[config.mk]
export PLATFORM = sky130hd
export DESIGN_NAME = logic_unit_pipe
export DESIGN_NICKNAME = d
export VERILOG_FILES = /design/src/rtl/logic_unit_pipe_pkg.sv /design/src/rtl/logic_pipe_slice.sv /design/src/rtl/logic_unit_pipe.sv
export SDC_FILE = /design/constraint.sdc
export NUM_CORES = 1
export LEC_CHECK = 0
export CELL_PAD_IN_SITES_DETAIL_PLACEMENT = 0
export CELL_PAD_IN_SITES_GLOBAL_PLACEMENT = 1
export CORE_ASPECT_RATIO = 0.9
export CORE_MARGIN = 5
export CORE_UTILIZATION = 30
export CTS_CLUSTER_DIAMETER = 30
export DETAILED_ROUTE_END_ITERATION = 10
export PLACE_DENSITY_LB_ADDON = 0.15
export SYNTH_ARGS = -nofsm -noshare
export SYNTH_HDL_FRONTEND = slang
export SYNTH_SLANG_ARGS = --single-unit
[constraint.sdc]
create_clock -name clk -period 4.3 [get_ports clk]
set_clock_uncertainty 0.05 [all_clocks]
set_input_delay 0.645 -clock clk [delete_from_list [all_inputs] [get_ports clk]]
set_output_delay 0.645 -clock clk [all_outputs]
set_load 0.01 [all_outputs]
[src/rtl/logic_unit_pipe_pkg.sv]
// Shared opcode encoding for the pipelined bitwise logic unit.
package logic_unit_pipe_pkg;

    localparam int OP_W = 3;

    typedef enum logic [OP_W-1:0] {
        OP_NOT  = 3'd0,
        OP_AND  = 3'd1,
        OP_OR   = 3'd2,
        OP_XOR  = 3'd3,
        OP_NAND = 3'd4,
        OP_NOR  = 3'd5,
        OP_XNOR = 3'd6,
        OP_PASS = 3'd7
    } op_e;

endpackage

[src/rtl/logic_pipe_slice.sv]
// One valid/ready register slice with no skid buffer.
// Advances whenever it is empty or its consumer takes the held entry.
module logic_pipe_slice #(
    parameter int W = 17
) (
    input  logic         clk,
    input  logic         rst,
    input  logic         up_valid,
    input  logic [W-1:0] up_data,
    output logic         up_ready,
    output logic         dn_valid,
    output logic [W-1:0] dn_data,
    input  logic         dn_ready
);

    assign up_ready = ~dn_valid | dn_ready;

    // NOTE: non-blocking assignments, so every slice samples its neighbour's pre-edge state.
    always_ff @(posedge clk) begin
        if (rst) begin
            dn_valid <= 1'b0;
            // NOTE: the data register is reset as well, so out_result and out_zero read 0 after reset.
            dn_data  <= '0;
        end else if (up_ready) begin
            dn_valid <= up_valid;
            dn_data  <= up_data;
        end
    end

endmodule

[src/rtl/logic_unit_pipe.sv]
// Pipelined bitwise logic unit: one of eight ops on two operands.
// The zero flag is carried alongside the result through STAGES slices.
module logic_unit_pipe
    import logic_unit_pipe_pkg::*;
#(
    parameter int WIDTH  = 16,
    parameter int STAGES = 2
) (
    input  logic             clk,
    input  logic             rst,
    input  logic             in_valid,
    output logic             in_ready,
    input  logic [OP_W-1:0]  in_op,
    input  logic [WIDTH-1:0] in_a,
    input  logic [WIDTH-1:0] in_b,
    output logic             out_valid,
    input  logic             out_ready,
    output logic [WIDTH-1:0] out_result,
    output logic             out_zero
);

    localparam int W = WIDTH + 1;

    logic [WIDTH-1:0] op_result;
    logic             op_zero;

    always_comb begin
        // NOTE: the default comes first, so every path assigns op_result and no latch is inferred.
        op_result = in_a;
        case (op_e'(in_op))
            OP_NOT:  op_result = ~in_a;
            OP_AND:  op_result = in_a & in_b;
            OP_OR:   op_result = in_a | in_b;
            OP_XOR:  op_result = in_a ^ in_b;
            OP_NAND: op_result = ~(in_a & in_b);
            OP_NOR:  op_result = ~(in_a | in_b);
            OP_XNOR: op_result = ~(in_a ^ in_b);
            default: op_result = in_a;
        endcase
    end

    assign op_zero = (op_result == '0);

    // Each stage owns its link signals, so the ready chain is not one shared vector.
    for (genvar i = 0; i < STAGES; i++) begin : g_stage
        logic         up_valid;
        logic         up_ready;
        logic [W-1:0] up_data;
        logic         dn_valid;
        logic         dn_ready;
        logic [W-1:0] dn_data;

        if (i == 0) begin : g_first
            assign up_valid = in_valid;
            assign up_data  = {op_zero, op_result};
        end else begin : g_link
            assign up_valid = g_stage[i-1].dn_valid;
            assign up_data  = g_stage[i-1].dn_data;
        end

        if (i == STAGES - 1) begin : g_last
            assign dn_ready = out_ready;
        end else begin : g_mid
            assign dn_ready = g_stage[i+1].up_ready;
        end

        logic_pipe_slice #(.W(W)) u_slice (
            .clk      (clk),
            .rst      (rst),
            .up_valid (up_valid),
            .up_data  (up_data),
            .up_ready (up_ready),
            .dn_valid (dn_valid),
            .dn_data  (dn_data),
            .dn_ready (dn_ready)
        );
    end

    assign in_ready               = g_stage[0].up_ready;
    assign out_valid              = g_stage[STAGES-1].dn_valid;
    assign {out_zero, out_result} = g_stage[STAGES-1].dn_data;

endmodule

==> metrics.cfg, run 1 <==
[critical_path]
critPathCaptureType = output port
crit_required_ns = 3.61
cp.arrival_ns = 2.74
critical_path_class = in2out
r2r-start = g_stage[1].u_slice.dn_valid$_SDFFE_PP0P_
r2r-end = g_stage[0].u_slice.dn_data[16]$_SDFFE_PP0P_
reg2reg_slack_ns = 2.01
start_kind = input port
r2r_cells = 8
cp_max_fo = 19

[sta]
slew_violations = 0
rsz0062_at_grt = no
relSlewSlack_pct = 23.1
fmax_mhz = 291
layout_min_cycle_time_ns = 3.44
tns_ns = 0
fin_crit_sh_pct = 79.9
tightest_slew_ns = 1.15
setup_viol = 0
hold_violations = 0

[flow_run]
cap_violations = 0

[run_status]
status = finished, final reports clean

[hold_path]
whs_path_depth = 2
holdCritPathClass = reg2reg
min_from = g_stage[1].u_slice.dn_data[9]$_SDFFE_PP0P_
hold_end = g_stage[1].u_slice.dn_data[9]$_SDFFE_PP0P_

[routing]
dr.pass1.iters = 4
finalWirelength_um = 8280
drt_iter0_drc = 128
drc = 0
vias = 2995
via_per_inst = 5.08
avgRoutedWirePerCell_um = 14.1
final_antenna_net_count = 0

[cells_and_area]
instances_no_fill = 589
fin_nets = 530
diodes = 0
fin_area_um2 = 3850
seq_area_um2 = 721
drive_gt1_share_pct = 6.74
final_util_pct = 38.0
multiInputGateArea_um2 = 2030
area.growth.synth_to_final_pct = 25.4
nFillCells = 1078

[placed_design]
place.gp.congestion = 0.734
place_hpwl_um = 6330
port_buffers = 57
dp.cells = 581
placed_area_um2 = 3680

[clock_tree]
cts_root_buf = clkbuf_16
clk_latency_ns = 0.27
cts_num_sinks = 36
numCtsBuffers = 5
cts.path.max_buffers = 2
cts-resized-gates = 0
tritoncts = yes
cts_setup_buffers = 0
clk_pin_slew_ns = 0.06
cts_hold_repair.buffers = 0
htree_levels = 2

[grt]
grt_first_pass_wirelength_um = 13900
grt_max_degree = 72
antenna_found_initial = 0
grt_pass1_vias = 2881
grt_util_all_layers_pct = 13.6
grt_overflow = 0

[logic_synthesis]
synth_edf_count = 0
synth.avg_cell_area_um2 = 7.36
ys_warn_count = 0
ys_seq_area_share_pct = 23.5
yosys_most_used_dff = dfxtp_1
synthArstFlopShare_pct = 0
synth_top_area_share_pct = 23.5
synthesis.nets = 488
ys_seq_elements = 36
syn_inst = 417
yosysTopAreaCell = dfxtp_1
syn_area_um2 = 3070
synth.distinct_cells = 54
yosys-top-cells-area = dfxtp_1, ha_1, nand2_1

[power]
p_leak_nw = 1.58
cellPowerDensity_nw_per_um2 = 275
switchingPower_uw = 290
irDropWorstVdd_v = 0.000190
p_seq_share_pct = 35.2
p_int_uw = 769
swShare_pct = 27.4
combPwrFrac_pct = 27.0
p_clk_share_pct = 37.8

[floorplan]
ios = 58
die_w_um = 117
core_area_um2 = 10100
die_h_um = 106
dieArea_um2 = 12400
fp-row-count = 35
start_util_pct = 30.3

placed cells by master, fill, tap and decap left out, types with 3 or more instances in the layout:
cell / n
clkdlybuf4s50_1: 56
mux2_2: 6
nand3b_1: 3
nand2_1: 69
ha_1: 32
nor2b_1: 5
o2111ai_1: 3
buf_4: 8
o211ai_1: 15
inv_2: 3
a22oi_1: 3
o22ai_1: 3
inv_1: 36
o31ai_1: 3
nand4_1: 3
mux2i_1: 8
nor3_1: 12
a21oi_1: 41
nand2b_1: 17
clkbuf_16: 5
dfxtp_1: 36
nor2_1: 26
a211oi_1: 4
nand3_1: 6
o21ai_0: 12
a32oi_1: 4
cell families (layout without fill, tap and decap cells):
kind of cell	after synthesis	in the layout	share of synthesized area [%]
simple gates	151	151	22.8
compound gates	112	112	24.2
buf+inv	70	113	10.5
flops	36	36	23.5
fa+ha+maj	32	32	13.0
mux	16	16	6.03
routing by layer:
layer | wire length [um] | up-vias | global-route usage [%]
li1 | - | 1534 | -
met1 | 4030 | 1387 | 19.0
met2 | 3750 | 64 | 21.6
met3 | 387 | 10 | 2.62
met4 | 116 | 0 | 3.44
met5 | 0 | - | 0
final cells by class:
class | instances | share of cell area (%)
clock buffers | 6 | 3.35
clock inverters | 2 | 0.910
inverters | 40 | 3.90
multi-input cells | 311 | 52.7
flip-flops and latches | 36 | 18.7
well taps | 129 | 4.19
repair buffers | 65 | 16.3
synth_stat cells, drive strengths merged (2+ instances only):
master,count
buf,18
nand2,69
o22ai,3
nand4,3
o211ai,15
dfxtp,36
nor3,12
o221ai,2
nor2b,5
a22oi,3
o31ai,3
a2111oi,3
or2,2
and3,2
o2111ai,3
and2,2
mux2i,8
inv,39
o311ai,2
o21bai,2
a32oi,4
ha,32
a31oi,2
nand2b,17
mux2,7
clkbuf,12
nand3,6
o32ai,2
o32a,2
nand3b,3
nor2,27
a211oi,4
a21oi,41
o41ai,2
o21ai,14
worst max path at each step:
stage          startpoint        to  slack (ns)  depth (start not counted)
6_report        out_ready  in_ready        0.86                          5
5_1_grt         out_ready  in_ready        0.61                          5
4_1_cts         out_ready  in_ready        0.82                          5
3_5_place_dp    out_ready  in_ready        0.82                          5
3_3_place_gp    out_ready  in_ready        0.89                          5
2_1_floorplan   out_ready  in_ready        2.08                          5
power by group through the flow:
stage / registers (mW) / logic (mW) / clock network [mW]
CTS: 0.374 / 0.289 / 0.410
detailed placement: 0.381 / 0.287 / 0
global placement: 0.381 / 0.286 / 0
floorplan: 0.382 / 0.181 / 0
finish: 0.373 / 0.286 / 0.400
global route: 0.377 / 0.321 / 0.427
sequential cells by signal, summed over array words and instances, names as in the netlist:
| register | flops |
|---|---|
| g_stage.u_slice.dn_data | 34 |
| g_stage.u_slice.dn_valid | 2 |
worst max-delay path, cell delays in order:
cell and delay, ns:
clkdlybuf4s50_1 0.41, nand2b_1 0.48, nor2_4 0.53, clkinv_1 0.17, clkdlybuf4s50_1 0.51
metrics by stage:
step | power [mW] | hold WS (ns) | worst slack (ns)
after global routing | 1.13 | 0.418 | 0.611
final | 1.06 | 0.398 | 0.863
after global placement | 0.667 | 0.393 | 0.888
after detailed placement | 0.668 | 0.398 | 0.817
after CTS | 1.07 | 0.401 | 0.825
after floorplan | 0.563 | 0.382 | 2.08
(Power assumes the default switching activity.)
==> run 2, diff against run 1 <==
Clock period 4.3 ns to 3.07 ns, I/O delays scaled along.
==> run 2 against run 1 <==
Critical path depth is 4 higher. Design area is 1.8% higher. Cell count is 1.0% higher. Register-to-register slack worse by 0.46 ns. Hold slack better by 0.0034 ns. First-iteration DRC count is 4.7% higher. Clock power is 41% higher. Via count is 1.0% higher. Power is 42% higher. Clock-buffer cell count stayed put. Wire length is 4.3% higher. Sequential cell count stayed put. Largest power group unchanged.
==> metrics.cfg, run 2 (synthesis gave the netlist of run 1 again) <==
[run_status]
status = finished, final reports clean

[sta]
hold_violations = 0  ; unchanged
fmax_mhz = 406
setup_viol = 0  ; unchanged
relSlewSlack_pct = 62.4  ; +39 points
hold_ws_ns = 0.401  ; +0.00339 ns
fin_crit_sh_pct = 80.2
rsz0062_at_grt = no
tightest_slew_ns = 0.550  ; -0.601 ns
slew_violations = 0  ; unchanged
tns_ns = 0  ; unchanged
layout_min_cycle_time_ns = 2.46

[clock_tree]
cts_root_buf = clkbuf_16
cts_setup_buffers = 0  ; unchanged
cts_hold_repair.buffers = 0  ; unchanged
tritoncts = yes
cts.path.max_buffers = 2  ; unchanged
htree_levels = 2  ; unchanged
cts-resized-gates = 0  ; unchanged
clk_latency_ns = 0.27  ; about the same
cts_num_sinks = 36  ; unchanged
numCtsBuffers = 5  ; unchanged
clk_pin_slew_ns = 0.06  ; about the same

[floorplan]
dieArea_um2 = 12400  ; unchanged
die_h_um = 106  ; unchanged
start_util_pct = 30.3  ; unchanged
fp-row-count = 35  ; unchanged
ios = 58  ; unchanged
die_w_um = 117  ; unchanged
core_area_um2 = 10100  ; unchanged

[cells_and_area]
diodes = 0  ; unchanged
instances_no_fill = 595  ; +1.0%
final_common_cell = nand2_1
drive_gt1_share_pct = 7.94  ; +1.2 points
fin_nets = 536  ; +1.1%
largest_register_ffs = 34  ; unchanged
final_util_pct = 38.7  ; +0.69 points
reg.largest.list = g_stage.u_slice.dn_data: 34 flops, g_stage.u_slice.dn_valid: 2 flops
nFillCells = 1076  ; -0.19%
area.growth.synth_to_final_pct = 27.7
layout_common_cells = nand2_1, clkdlybuf4s50_1, a21oi_1
top_register = g_stage.u_slice.dn_data

[routing]
drc = 0  ; unchanged
final_antenna_net_count = 0  ; unchanged
dr.pass1.iters = 4  ; unchanged
avgRoutedWirePerCell_um = 14.5  ; +3.2%
via_per_inst = 5.08  ; about the same
finalWirelength_um = 8630  ; +4.3%
drt_iter0_drc = 134  ; +4.7%
vias = 3025  ; +1.0%

[power]
cellPowerDensity_nw_per_um2 = 383  ; +39%
combPwrFrac_pct = 27.4  ; +0.4 points
p_clk_share_pct = 37.8  ; about the same
swShare_pct = 27.6  ; +0.25 points
p_seq_share_pct = 34.8  ; -0.4 points
p_leak_nw = 1.62  ; +2.5%
irDropWorstVdd_v = 0.000255  ; +34%
switchingPower_uw = 414  ; +43%
power.total_mw = 1.50  ; +42%
p_int_mw = 1.09  ; +41%

[placed_design]
place_hpwl_um = 6620  ; +4.5%
place.gp.congestion = 0.760  ; +3.6%
port_buffers = 57  ; unchanged
dp.cells = 587  ; +1.0%

[critical_path]
critPathSlowestCell = clkdlybuf4s50_1
cp_max_fo = 12  ; -7
start_kind = input port
critical_path_class = in2reg
critical_path.max_stage_delay_ns = 0.66  ; +0.13 ns
cp_cell_sequence = clkdlybuf4s50_1 > buf_4 > nor2_1 > nor2_1 > a2111oi_0 > buf_4 > a211oi_1 > nand4b_1 > o21ai_1
crit_required_ns = 3.18  ; -0.43 ns
critPathCaptureType = flip-flop
critPathBufInv = 3  ; unchanged
path_delay_family = buffers and inverters
cp.arrival_ns = 2.58  ; -0.16 ns

[hold_path]
holdCritPathClass = reg2reg

[grt]
grt_pass1_vias = 2777  ; -3.6%
grt_max_degree = 45  ; -38%
grt_first_pass_wirelength_um = 13900  ; +0.10%
grt_util_all_layers_pct = 13.8  ; +0.11 points
antenna_found_initial = 0  ; unchanged
grt_overflow = 0  ; unchanged

[flow_run]
cap_violations = 0  ; unchanged

==> run 2: cell types whose count changed in the layout (fill, tap and decap cells not counted) <==
cell | before | now
buf_12 | 0 | 2
buf_4 | 8 | 12
==> run 2: power groups by stage <==
stage / combinational, mW / sequential [mW] / clock [mW]
3_3_place_gp: 0.413 / 0.531 / 0
2_1_floorplan: 0.253 / 0.535 / 0
3_5_place_dp: 0.414 / 0.533 / 0
4_1_cts: 0.416 / 0.523 / 0.582
6_report: 0.411 / 0.522 / 0.566
5_1_grt: 0.460 / 0.526 / 0.608
==> run 2: path summary, 6_finish.rpt <==
| check | slack [ns] | startpoint | end | cells after the start |
|---|---|---|---|---|
| min reg2reg | 0.40 | g_stage[1].u_slice.dn_data[10]$_SDFFE_PP0P_ | g_stage[1].u_slice.dn_data[10]$_SDFFE_PP0P_ | 2 |
| min | 0.40 | g_stage[1].u_slice.dn_data[10]$_SDFFE_PP0P_ | g_stage[1].u_slice.dn_data[10]$_SDFFE_PP0P_ | 2 |
| max | 0.61 | in_op[2] | g_stage[0].u_slice.dn_data[16]$_SDFFE_PP0P_ | 9 |
| max reg2reg | 1.55 | g_stage[1].u_slice.dn_valid$_SDFFE_PP0P_ | g_stage[0].u_slice.dn_data[16]$_SDFFE_PP0P_ | 7 |
==> run 2: layout make-up <==
| cell class | instances | area (um^2) | area share (%) |
|---|---|---|---|
| clock buffers | 6 | 129 | 3.29 |
| clock inverters | 2 | 35.0 | 0.894 |
| inverters | 40 | 150 | 3.83 |
| multi-input cells | 311 | 2030 | 51.7 |
| flip-flops and latches | 36 | 721 | 18.4 |
| well taps | 129 | 161 | 4.12 |
| repair buffers | 71 | 696 | 17.8 |
==> run 2: layer usage <==
metal  up-vias  wire length [um]  part of all wire, %  GRT usage (%)
met5         -                 0                    0              0
met4         0                45                 0.52           1.72
met3         4               305                  3.5           2.05
met2        48              4110                   48           22.3
met1      1418              4180                   48           19.8
li1       1555                 -                    -              -
==> run 2: through the flow <==
stage          setup WS [ns]  cell area (um^2)
2_1_floorplan           1.13              3070
3_3_place_gp           0.380              3750
3_5_place_dp           0.374              3750
4_1_cts                0.629              3920
5_1_grt                0.434              3920
6_report               0.608              3920
==> run 2: worst min-delay path, delay by kind of cell, from the launching register on <==
kind | cells | cell delay, ns
and+or+nand+nor | 1 | 0.05
AOI/OAI and AO/OA | 1 | 0.05
DFF | 1 | 0.30
==> run 3, diff against run 2 <==
Clock period 3.07 ns to 2.1 ns, I/O delays scaled along.
==> run 3 against run 2 <==
Via count is 7.8% higher. Wire length is 5.5% higher. Cell count up 11%. First-iteration DRC count grew 4.5%. Critical path depth did not move. Register-to-register slack lost 0.94 ns. Worst setup slack got worse by 0.59 ns. Global-route usage up 0.89 points. Combinational power up 80%. Design area is 16% higher. Hold slack worse by 0.0033 ns. Critical endpoint unchanged. Largest power group unchanged. Highest routed layer unchanged.
==> metrics.cfg, run 3 (synthesis gave the netlist of run 1 again) <==
[run_status]
status = finished, final reports clean

[cells_and_area]
area.growth.synth_to_final_pct = 47.5
layout_common_cells = buf_4, nand2_1, clkdlybuf4s50_1
top_register = g_stage.u_slice.dn_data
nFillCells = 1054  ; -2.0%
largest_register_ffs = 34  ; unchanged
final_common_cell = buf_4
fin_nets = 600  ; +12%
diodes = 0  ; unchanged
reg.largest.list = g_stage.u_slice.dn_data: 34 flops, g_stage.u_slice.dn_valid: 2 flops
drive_gt1_share_pct = 21.5  ; +14 points

[clock_tree]
cts_hold_repair.buffers = 0  ; unchanged
tritoncts = yes
clk_latency_ns = 0.28  ; about the same
numCtsBuffers = 5  ; unchanged
cts_root_buf = clkbuf_16
htree_levels = 2  ; unchanged
cts_setup_buffers = 0  ; unchanged
cts_num_sinks = 36  ; unchanged
cts.path.max_buffers = 2  ; unchanged
clk_pin_slew_ns = 0.06  ; about the same

[routing]
dr.pass1.iters = 4  ; unchanged
finalWirelength_um = 9110  ; +5.5%
drt_iter0_drc = 140  ; +4.5%
final_antenna_net_count = 0  ; unchanged
vias = 3260  ; +7.8%
drc = 0  ; unchanged
avgRoutedWirePerCell_um = 13.8  ; -4.7%
via_per_inst = 4.95  ; -2.7%

[hold_path]
holdCritPathClass = reg2reg
hold_end = g_stage[1].u_slice.dn_data[3]$_SDFFE_PP0P_
whs_path_depth = 2  ; unchanged
min_from = g_stage[1].u_slice.dn_data[3]$_SDFFE_PP0P_

[critical_path]
reg2reg_slack_ns = 0.61  ; -0.94 ns
critPathSlowestCell = clkdlybuf4s50_1
start_kind = input port
crit_required_ns = 2.26  ; -0.92 ns
cp_max_fo = 2  ; -10
path_delay_family = buffers and inverters
critical_path.max_stage_delay_ns = 0.48  ; -0.18 ns
r2r-end = g_stage[0].u_slice.dn_data[16]$_SDFFE_PP0P_
r2r_cells = 7  ; unchanged
critPathBufInv = 2  ; -1
cp_cell_sequence = clkdlybuf4s50_1 > inv_1 > ha_1 > mux2_4 > a221oi_2 > a21oi_2 > nor4b_2 > nand4_1 > o21ai_1
cp.arrival_ns = 2.24  ; -0.34 ns
critical_path_class = in2reg
r2r-start = g_stage[1].u_slice.dn_valid$_SDFFE_PP0P_
critPathCaptureType = flip-flop

[sta]
setup_viol = 0  ; unchanged
hold_ws_ns = 0.398  ; -0.00334 ns
relSlewSlack_pct = 73.6  ; +11 points
tightest_slew_ns = 0.395  ; -0.155 ns
layout_min_cycle_time_ns = 2.08
hold_violations = 0  ; unchanged
slew_violations = 0  ; unchanged
fmax_mhz = 481
setup_ws_ns = 0.0214  ; -0.586 ns
rsz0062_at_grt = yes
fin_crit_sh_pct = 99.0

[flow_run]
cap_violations = 0  ; unchanged

[placed_design]
place_hpwl_um = 7190  ; +8.7%
place.gp.congestion = 0.766  ; +0.71%
dp_slack_ns = -0.420  ; -0.794 ns
port_buffers = 57  ; unchanged

[power]
p_leak_nw = 1.97  ; +22%
cellPowerDensity_nw_per_um2 = 517  ; +35%
irDropWorstVdd_v = 0.000286  ; +12%

[grt]
grt_pass1_vias = 3198  ; +15%
grt_max_degree = 41  ; -8.9%
grt_util_all_layers_pct = 14.7  ; +0.89 points
grt_overflow = 0  ; unchanged
antenna_found_initial = 0  ; unchanged
grt_first_pass_wirelength_um = 14900  ; +7.5%

[floorplan]
die_w_um = 117  ; unchanged
ios = 58  ; unchanged
core_area_um2 = 10100  ; unchanged
start_util_pct = 30.3  ; unchanged
die_h_um = 106  ; unchanged
fp-row-count = 35  ; unchanged
dieArea_um2 = 12400  ; unchanged

-- run 3: cell types whose count changed in the layout (fill, tap and decap cells not counted), moves of 2 or more --
cell | previous run | this run
a2111oi_0 | 2 | 0
a21oi_2 | 0 | 2
buf_12 | 2 | 5
a21oi_1 | 41 | 39
clkdlybuf4s50_1 | 56 | 52
dlymetal6s2s_1 | 0 | 4
buf_4 | 12 | 73
-- run 3: how the worst max path moves through the flow --
stage / slack (ns) / startpoint / cells past startpoint / to
2_1_floorplan: 0.31 / in_a[12] / 8 / g_stage[0].u_slice.dn_data[16]$_SDFFE_PP0P_
3_3_place_gp: -0.36 / in_a[2] / 9 / g_stage[0].u_slice.dn_data[16]$_SDFFE_PP0P_
3_5_place_dp: -0.42 / in_a[2] / 9 / g_stage[0].u_slice.dn_data[16]$_SDFFE_PP0P_
4_1_cts: -0.03 / in_a[1] / 9 / g_stage[0].u_slice.dn_data[16]$_SDFFE_PP0P_
5_1_grt: -0.08 / in_a[7] / 9 / g_stage[0].u_slice.dn_data[16]$_SDFFE_PP0P_
6_report: 0.02 / in_a[1] / 9 / g_stage[0].u_slice.dn_data[16]$_SDFFE_PP0P_
-- run 3: final cells by class --
cell class / count / area, um^2 / share of cell area, %
inverters: 40 / 151 / 3.34
flip-flops and latches: 36 / 721 / 15.9
clock buffers: 5 / 125 / 2.76
multi-input cells: 311 / 2100 / 46.4
clock inverters: 3 / 42.5 / 0.939
repair buffers: 135 / 1220 / 27.0
well taps: 129 / 161 / 3.56
-- run 3: worst reg2reg max path: cells and delay by family (launching register included) --
kind	cells	cell delay, ns
simple gates	4	0.48
flops	1	0.31
buf+inv	1	0.09
compound gates	2	0.49
-- run 3: what timing repair did --
| item | 4_1_cts | 5_1_grt |
|---|---|---|
| gates resized for setup | 5 | 15 |
| endpoints found under the hold margin | 0 | 0 |
| gates cloned | 0 | 0 |
| endpoints found under the setup margin | 2 | 6 |
| pin swaps | 1 | 8 |
-- run 3: stage by stage --
step | utilization [%] | instance area [um^2] | power, mW | std cells | setup TNS [ns]
6_report | 44.8 | 4530 | 2.34 | 659 | 0
5_1_grt | 44.8 | 4530 | 2.47 | 659 | -0.0948
4_1_cts | 44.2 | 4470 | 2.36 | 659 | -0.0330
3_5_place_dp | 42.2 | 4270 | 1.50 | 651 | -1.67
3_3_place_gp | 42.2 | 4270 | 1.49 | 651 | -1.49
2_1_floorplan | - | 3070 | 1.15 | 417 | 0
-- run 3: where the power goes --
group | switching, mW | leakage [nW] | internal (mW)
registers | 0.0264 | 0.297 | 0.736
clock network | 0.282 | 0.0798 | 0.557
logic | 0.344 | 1.60 | 0.396
total | 0.653 | 1.97 | 1.69
-- run 3: per-layer routing --
| metal | global-route usage (%) | share of wire (%) |
|---|---|---|
| met5 | 0 | 0 |
| met4 | 2.13 | 0.48 |
| met3 | 2.11 | 4.3 |
| met2 | 25.2 | 48 |
| met1 | 19.8 | 47 |
